===== src/rtl/hazard_pkg.sv =====
// hazard_pkg: shared defaults and instruction-class encoding for the hazard scoreboard.
package hazard_pkg;
    localparam int REG_AW_DEF   = 5;
    localparam int LOAD_LAT_DEF = 1;
    localparam int MDU_LAT_DEF  = 4;
    typedef enum logic [1:0] {CLS_ALU = 2'd0, CLS_LOAD = 2'd1, CLS_MDU = 2'd2} ins_cls_t;
    function automatic ins_cls_t ins_cls(input logic is_load, input logic is_mdu);
        return is_mdu ? CLS_MDU : is_load ? CLS_LOAD : CLS_ALU;
    endfunction
endpackage


===== src/rtl/hazard_sb_entry.sv =====
// hazard_sb_entry: one scoreboard entry holding a pending destination register and its countdown.
// Ports: clk, rst_n (async active-low); alloc/alloc_reg/alloc_cnt/alloc_mdu load the entry;
// rs/rt/rd are the ID registers compared against the entry; valid/is_mdu report state;
// hit_rs/hit_rt/hit_rd flag matches (register 0 never matches).
module hazard_sb_entry
    import hazard_pkg::*;
#(
    parameter int REG_AW = REG_AW_DEF,
    parameter int CW     = 4
) (
    input  logic              clk,
    input  logic              rst_n,
    input  logic              alloc,
    input  logic [REG_AW-1:0] alloc_reg,
    input  logic [CW-1:0]     alloc_cnt,
    input  logic              alloc_mdu,
    input  logic [REG_AW-1:0] rs,
    input  logic [REG_AW-1:0] rt,
    input  logic [REG_AW-1:0] rd,
    output logic              valid,
    output logic              is_mdu,
    output logic              hit_rs,
    output logic              hit_rt,
    output logic              hit_rd
);
    logic [REG_AW-1:0] rg;
    logic [CW-1:0]     cnt;
    logic              mdu;

    // Allocation only targets a free entry, so it never races the decrement.
    always_ff @(posedge clk or negedge rst_n) begin
        if (!rst_n) begin
            cnt <= '0;
            rg  <= '0;
            mdu <= 1'b0;
        end else if (alloc) begin
            cnt <= alloc_cnt;
            rg  <= alloc_reg;
            mdu <= alloc_mdu;
        end else if (valid) begin
            cnt <= cnt - 1'b1;
        end
    end

    assign valid  = cnt != '0;
    assign is_mdu = valid & mdu;
    assign hit_rs = valid && rs != '0 && rs == rg;
    assign hit_rt = valid && rt != '0 && rt == rg;
    assign hit_rd = valid && rd != '0 && rd == rg;
endmodule


===== src/rtl/hazard_scoreboard.sv =====
// hazard_scoreboard: stalls ID on RAW/WAW/structural/MDU hazards against outstanding multi-cycle writers.
// Ports: clk, rst_n (async active-low); id_* describe the ID instruction; flush squashes it;
// PCWr/IF_IDWr/ID_EXMux are 1 to advance, 0 to stall/bubble; pend_cnt counts live entries;
// stall_cnt counts stall cycles since reset, saturating.
module hazard_scoreboard
    import hazard_pkg::*;
#(
    parameter int REG_AW   = REG_AW_DEF,
    parameter int DEPTH    = 4,
    parameter int LOAD_LAT = LOAD_LAT_DEF,
    parameter int MDU_LAT  = MDU_LAT_DEF,
    parameter int CW       = 4
) (
    input  logic                       clk,
    input  logic                       rst_n,
    input  logic                       id_valid,
    input  logic [REG_AW-1:0]          id_rs,
    input  logic [REG_AW-1:0]          id_rt,
    input  logic                       id_use_rs,
    input  logic                       id_use_rt,
    input  logic [REG_AW-1:0]          id_rd,
    input  logic                       id_wr,
    input  logic                       id_is_load,
    input  logic                       id_is_mdu,
    input  logic                       flush,
    output logic                       PCWr,
    output logic                       IF_IDWr,
    output logic                       ID_EXMux,
    output logic [$clog2(DEPTH+1)-1:0] pend_cnt,
    output logic [15:0]                stall_cnt
);
    localparam int PW = $clog2(DEPTH+1);

    ins_cls_t         cls;
    logic [DEPTH-1:0] valid, mdu, h_rs, h_rt, h_rd, free, alloc;
    logic             multi, raw, waw, strc, mduh, stall, do_alloc;
    logic [CW-1:0]    alloc_cnt;

    assign cls      = ins_cls(id_is_load, id_is_mdu);
    assign multi    = cls != CLS_ALU;
    assign raw      = id_valid & ((id_use_rs & |h_rs) | (id_use_rt & |h_rt));
    assign waw      = id_valid & id_wr & |h_rd;
    // Entries freeing on this edge still count as occupied.
    assign strc     = id_valid & multi & (&valid);
    assign mduh     = id_valid & (cls == CLS_MDU) & |mdu;
    assign stall    = (raw | waw | strc | mduh) & ~flush;
    assign PCWr     = ~stall;
    assign IF_IDWr  = ~stall;
    assign ID_EXMux = ~stall;
    assign do_alloc = id_valid & ~stall & ~flush & id_wr & (id_rd != '0) & multi;
    assign free     = ~valid;
    // Isolate the lowest set bit of free to pick the lowest-index free entry.
    assign alloc     = do_alloc ? (free & (~free + 1'b1)) : '0;
    assign alloc_cnt = (cls == CLS_MDU) ? CW'(MDU_LAT) : CW'(LOAD_LAT);

    for (genvar i = 0; i < DEPTH; i++) begin : g_ent
        hazard_sb_entry #(.REG_AW(REG_AW), .CW(CW)) u_ent (
            .clk(clk), .rst_n(rst_n), .alloc(alloc[i]), .alloc_reg(id_rd),
            .alloc_cnt(alloc_cnt), .alloc_mdu(id_is_mdu), .rs(id_rs), .rt(id_rt), .rd(id_rd),
            .valid(valid[i]), .is_mdu(mdu[i]), .hit_rs(h_rs[i]), .hit_rt(h_rt[i]), .hit_rd(h_rd[i])
        );
    end

    always_comb begin
        pend_cnt = '0;
        for (int j = 0; j < DEPTH; j++) pend_cnt = pend_cnt + PW'(valid[j]);
    end

    always_ff @(posedge clk or negedge rst_n) begin
        if (!rst_n) stall_cnt <= '0;
        else if (stall && stall_cnt != 16'hFFFF) stall_cnt <= stall_cnt + 16'd1;
    end
endmodule


===== config.mk =====
export PLATFORM = sky130hd
export DESIGN_NAME = hazard_scoreboard
export DESIGN_NICKNAME = d
export VERILOG_FILES = /design/src/rtl/hazard_pkg.sv /design/src/rtl/hazard_sb_entry.sv /design/src/rtl/hazard_scoreboard.sv
export SDC_FILE = /design/constraint.sdc
export NUM_CORES = 1
export LEC_CHECK = 0
export BUFFER_PORTS_ARGS = -buffer_cell sky130_fd_sc_hd__buf_2
export CAP_MARGIN = 20
export CORE_UTILIZATION = 42
export DETAILED_ROUTE_END_ITERATION = 12
export PLACE_DENSITY = 0.64
export SYNTH_ARGS = -nofsm -noshare
export SYNTH_HDL_FRONTEND = slang
export SYNTH_SLANG_ARGS = --single-unit

===== constraint.sdc =====
create_clock -name clk -period 4.25 [get_ports clk]
set_input_delay 0.6375 -clock clk [delete_from_list [all_inputs] [get_ports clk]]
set_output_delay 0.6375 -clock clk [all_outputs]
set_load 0.03 [all_outputs]

* Word-level counts from Yosys, hierarchy flattened
Index checks and enable logic that the tools add are counted.
Word-level totals: bits in registers 56, input bits 24, output and inout bits 22, word-level logic and storage cells 118
Cells by class: add/subtract/negate cells 9, eq/ne operators 14, muxes and demuxes 12, bitwise gates (word level) 28, reduce and logical (&&, ||, !) cells 42
Operators with widths (number):
- 5-bit == test | 12
- 4-bit two-way mux | 9
- 1-bit logical AND | 25
- 1-bit bitwise AND | 19
- 16-bit by 1-bit adder with 16-bit output, second input constant | 1
- 16-bit != test, second input constant | 1
- 4-bit nonzero test | 4
- 4-bit OR reduction | 4
- 4-bit by 1-bit subtractor with 4-bit output, second input constant | 4
- 5-bit nonzero test | 3
- 2-bit nonzero test | 5
- 4-bit inverter | 2
- 4-bit by 1-bit adder with 4-bit output, second input constant | 1
- 4-bit bitwise AND | 1
- 1-bit OR | 4
- 4-bit AND reduction | 1
- 2-bit by 1-bit adder with 3-bit output | 1
- 3-bit by 1-bit adder with 3-bit output | 1
- 3-bit two-way mux | 1
- 1-bit by 1-bit adder with 2-bit output | 1
- 2-bit == test, second input constant | 1
- 2-bit two-way mux | 1
- 1-bit inverter | 2
- 1-bit two-way mux | 1

* Longest topological paths before layout
word-level depth 19, gate-level depth with buffers 13, depth with buffers taken out 11

* Modules after synthesis
From an unflattened synthesis, not the netlist that was laid out.
Unflattened totals: cell total of the unflattened synthesis 375, area total of the unflattened synthesis 3786.1 um2
Modules (own cells, without submodules):
- hazard_sb_entry | instances 4, cells each 67, area each 674.4 um2, seq. area each 250.2 um2
- hazard_scoreboard | instances 1, cells each 107, area each 1088.5 um2, seq. area each 400.4 um2

* Worst setup path before layout
No wires, ideal clock.
kind register to output, start register g_ent[1].u_ent.cnt[0], end output port IF_IDWr, data arrival time 2.464 ns, data required time 3.612 ns, slack 1.149 ns, cell stages (with the launch flop) 11, buffers on the path 1, path through dfrtp_1 inv_1 ha_1 nor3b_4 inv_2 ha_1 a21oi_1 o21ai_0 a211o_4 o21ai_4 buf_4
On the way: cells in the longest elaborated chain, start to end 12, elaborated cells between the ends (all ways) 25, classes of those cells 13 x bitwise; 12 x reduce/logical
RTL lines:
- start, declared | line hazard_sb_entry.sv:27 | logic [CW-1:0] cnt;
- start signal, assigned | line hazard_sb_entry.sv:37 | cnt <= alloc_cnt;
- start signal, assigned | line hazard_sb_entry.sv:41 | cnt <= cnt - 1'b1;
- 4-bit nonzero test (*) | line hazard_sb_entry.sv:45 | assign valid = cnt != '0;
- 1-bit logical AND (on tied branches) (2 in a row) | line hazard_sb_entry.sv:47, hazard_sb_entry.sv:48
- 4-bit OR reduction | line hazard_scoreboard.sv:41 | assign raw = id_valid & ((id_use_rs & |h_rs) | (id_use_rt & |h_rt));
- 1-bit bitwise AND | line hazard_scoreboard.sv:41
- 1-bit OR | line hazard_scoreboard.sv:41
- 1-bit bitwise AND | line hazard_scoreboard.sv:41
- 1-bit OR (2 in a row) | line hazard_scoreboard.sv:46 | assign stall = (raw | waw | strc | mduh) & ~flush;
- 1-bit OR (*) | line hazard_scoreboard.sv:46
- 1-bit bitwise AND (*) | line hazard_scoreboard.sv:46
- 1-bit inverter (*)
- end, declared | line hazard_scoreboard.sv:27 | output logic IF_IDWr,
Every way passes the cells marked *; elsewhere a longest branch is shown, timed or not.

* Worst setup path in the final report
start register g_ent[0].u_ent.cnt[0], end output port ID_EXMux
On the way: cells in the longest elaborated chain, start to end 12, elaborated cells between the ends (all ways) 25, classes of those cells 13 x bitwise; 12 x reduce/logical
RTL lines:
- start, declared | line hazard_sb_entry.sv:27
- start signal, assigned | line hazard_sb_entry.sv:37
- start signal, assigned | line hazard_sb_entry.sv:41
- 4-bit nonzero test (*) | line hazard_sb_entry.sv:45
- 1-bit logical AND (on tied branches) (2 in a row) | line hazard_sb_entry.sv:47, hazard_sb_entry.sv:48
- 4-bit OR reduction | line hazard_scoreboard.sv:41
- 1-bit bitwise AND | line hazard_scoreboard.sv:41
- 1-bit OR | line hazard_scoreboard.sv:41
- 1-bit bitwise AND | line hazard_scoreboard.sv:41
- 1-bit OR (2 in a row) | line hazard_scoreboard.sv:46
- 1-bit OR (*) | line hazard_scoreboard.sv:46
- 1-bit bitwise AND (*) | line hazard_scoreboard.sv:46
- 1-bit inverter (*) | line hazard_scoreboard.sv:49 | assign ID_EXMux = ~stall;
- end, declared | line hazard_scoreboard.sv:28 | output logic ID_EXMux,
Marks and branches as above.

==> flow_summary.ini <==
[outcome]
status = complete, no violations

[synthesis]
yosys-top-cells-area = dfrtp_1 38%, xnor2_1 9.8%, xor2_1 9.3%, mux2_4 4.9%, ha_1 4.1%
synth_top_cells_by_count = 56 x dfrtp_1, 41 x xnor2_1, 39 x xor2_1
yosysMostFrequentCell = dfrtp_1
synth-edff-count = 0
synth_flop_cell = dfrtp_1
ys_ff_latch = 56
syn-cell-area_sq_um = 3680
ys_seq_area_share_pct = 38.1
yosysWarnings = 0
avgSynthCellArea_sq_um = 10.7
yosys.area.top_type = dfrtp_1
netlist_instances = 345
synth_cell_type_count = 50
async_flop_share_pct = 100
yosysTopAreaCellShare_pct = 38.1
synth_nets = 382

[setup_path]
crit_arrival_ns = 2.98
timing.critical_path.max_delay_family = compound AO/OA/AOI/OAI gates
cp_slowest_cell = dfrtp_1
endpoint_kind = output pin
cp_max_fo = 9
crit_chain = inv_1 -> ha_1 -> and2_1 -> inv_1 -> ha_1 -> a21oi_1 -> o21ai_0 -> a211o_4 -> o21ai_4 -> buf_2
critPathMaxStageDelay_ns = 0.41
cp-start-kind = flip-flop
crit_type = reg2out
crit_buf_inv = 3
rrSetupSlack_ns = 0.97
critPathRequiredTime_ns = 3.61

[grt]
grt_pass1_vias = 2506
antenna_found_initial = 0
overflow = 0
grt_pass1_wl_microns = 12600
grt_max_degree = 57
grtUsageTotal_pct = 18.1

[cts]
cts_resized = 0
clk_latency_ns = 0.32
cts_made_buffers = 5
clockBufferDepth = 2
post_cts_buffers = 0
path_clk_slew_ns = 0.12
cts_tree = done
clock_sinks = 56
ctsHtreeMaxLevel = 2
cts-hold-fix-buffers = 0
cts_root_buffer = clkbuf_8

[place]
hpwl_microns = 5620
gp_congestion = 0.882
port_buffers = 45

[drt]
routed_wl_microns = 7570
dr.first_iter.drc_count = 98
drc = 0
ant_nets = 0
first_pass_iters = 4
viasPerCell = 5.27
num_vias = 2534
wl_per_cell_microns = 15.7

[floorplan]
fp-row-count = 33
die_h_microns = 95.6
num_io_pins = 46
die_x_microns = 95.6
die_area_sq_um = 9140
initial_utilization_pct = 44.1
core_area_sq_um = 8340

[sta]
skew_ns = 0.0179
rsz0062_at_grt = false
fmax_ghz = 0.277
setup_viol = 0
min_period_ns = 3.62
fin_crit_sh_pct = 85.1
setup_tns_ns = 0
finalMaxSlewViolations = 0
worst_pin_slew_ns = 0.731
relSlewSlack_pct = 51.3
hold_violations = 0

[power]
power.total_w = 0.00253
p_leak_nw = 1.86
powerDensity_nw_per_um2 = 634
vdd_drop_max_v = 0.000259

[finish]
antenna_cells = 0
drive_above_1_share_pct = 23.1
final_nets = 412
syn2layout_area_growth_pct = 8.53

[hold_path]
hold_class = in2async

[flow_run]
cap_violations = 0
[per-stage QoR]
stage | worst slack [ns] | utilization [%] | hold WS (ns) | instances | area (sq um)
after floorplan | 1.15 | - | 0.342 | 345 | 3680
after detailed placement | 0.981 | 46.8 | 0.479 | 473 | 3900
after global placement | 1.06 | 46.8 | 0.471 | 473 | 3900
after global routing | 0.442 | 47.9 | 0.508 | 481 | 4000
final | 0.635 | 47.9 | 0.442 | 481 | 4000
after CTS | 0.618 | 47.9 | 0.465 | 481 | 4000
[path summary, 6_finish.rpt]
| check | start | to | depth (start not counted) |
|---|---|---|---|
| setup / recovery | g_ent[0].u_ent.cnt[0]$_DFFE_PN0P_ | ID_EXMux | 10 |
| hold / removal | rst_n | g_ent[2].u_ent.rg[1]$_DFFE_PN0P_ | 2 |
| setup reg to reg | g_ent[0].u_ent.cnt[0]$_DFFE_PN0P_ | g_ent[0].u_ent.rg[0]$_DFFE_PN0P_ | 11 |
| hold reg to reg | stall_cnt[9]$_DFFE_PN0P_ | stall_cnt[9]$_DFFE_PN0P_ | 1 |
| max in group asynchronous | rst_n | g_ent[0].u_ent.rg[0]$_DFFE_PN0P_ | 2 |
| min in group clk | stall_cnt[9]$_DFFE_PN0P_ | stall_cnt[9]$_DFFE_PN0P_ | 1 |
[per-layer routing]
layer  part of all wire (%)  vias up  GRT usage [%]
met5                      0        -              0
met4                    1.9        0           6.72
met3                    2.3       12           2.39
met2                     47       29           28.3
met1                     49     1232           25.4
li1                       -     1261              -
[cells in the final DEF, fill, tap and decap left out, types with 2 or more instances in the layout]
cell      netlist  layout
inv_1          12      12
xnor2_1        41      41
o22ai_1         4       4
and2_1          3       3
nand2_1        12      12
nor3_1         15      15
or3_1           5       5
clkbuf_8        0       5
mux2i_1         3       3
or4_1           5       5
inv_6           0       2
xor2_1         39      39
buf_2          12      45
mux2_4         12      12
and3_1          6       6
nor4_1         14      14
o21ai_0         3       3
ha_1           12      12
a211oi_1        2       2
mux2_2          8       8
nand4_1        12      12
dfrtp_1        56      56
buf_4           5       3
a311oi_1        3       3
nor3b_1         2       2
nor2b_1         2       2
nand3_1         7       7
a21o_1          3       3
nor2_1         12      12
mux2_1          6       6
a21oi_1         3       3
[kinds of logic (layout without fill, tap and decap cells)]
group                    after synthesis  after routing  synth area share, %
adder cells (fa/ha/maj)               13             13                 4.62
AO/OA/AOI/OAI                         27             27                 5.71
AND/OR/NAND/NOR                      102            102                 16.9
flip-flops                            56             56                 38.1
XOR/XNOR                              80             80                 19.0
multiplexers                          29             29                 9.99
buffers and inverters                 38             69                 5.64
[final cells by class]
cell class	count	area [sq um]
Clock inverter	3	25.0
Inverter	13	48.8
Timing Repair Buffer	48	248
Sequential cell	56	1400
Fill cell	795	4350
Multi-Input combinational cell	251	2070
Tap cell	105	131
Clock buffer	5	68.8
[registers in the layout (all words and copies together), names as in the netlist]
| name | cells |
|---|---|
| g_ent.u_ent.rg | 20 |
| g_ent.u_ent.mdu | 4 |
| stall_cnt | 16 |
| g_ent.u_ent.cnt | 16 |
[power breakdown]
part | total [W] | internal (W) | leakage (nW) | switching, W
clock network | 0.000311 | 0.000121 | 0.0452 | 0.000190
registers | 0.000959 | 0.000730 | 0.732 | 0.000230
logic | 0.00126 | 0.000578 | 1.08 | 0.000686
total | 0.00253 | 0.00143 | 1.86 | 0.00111
(Power assumes the default switching activity.)
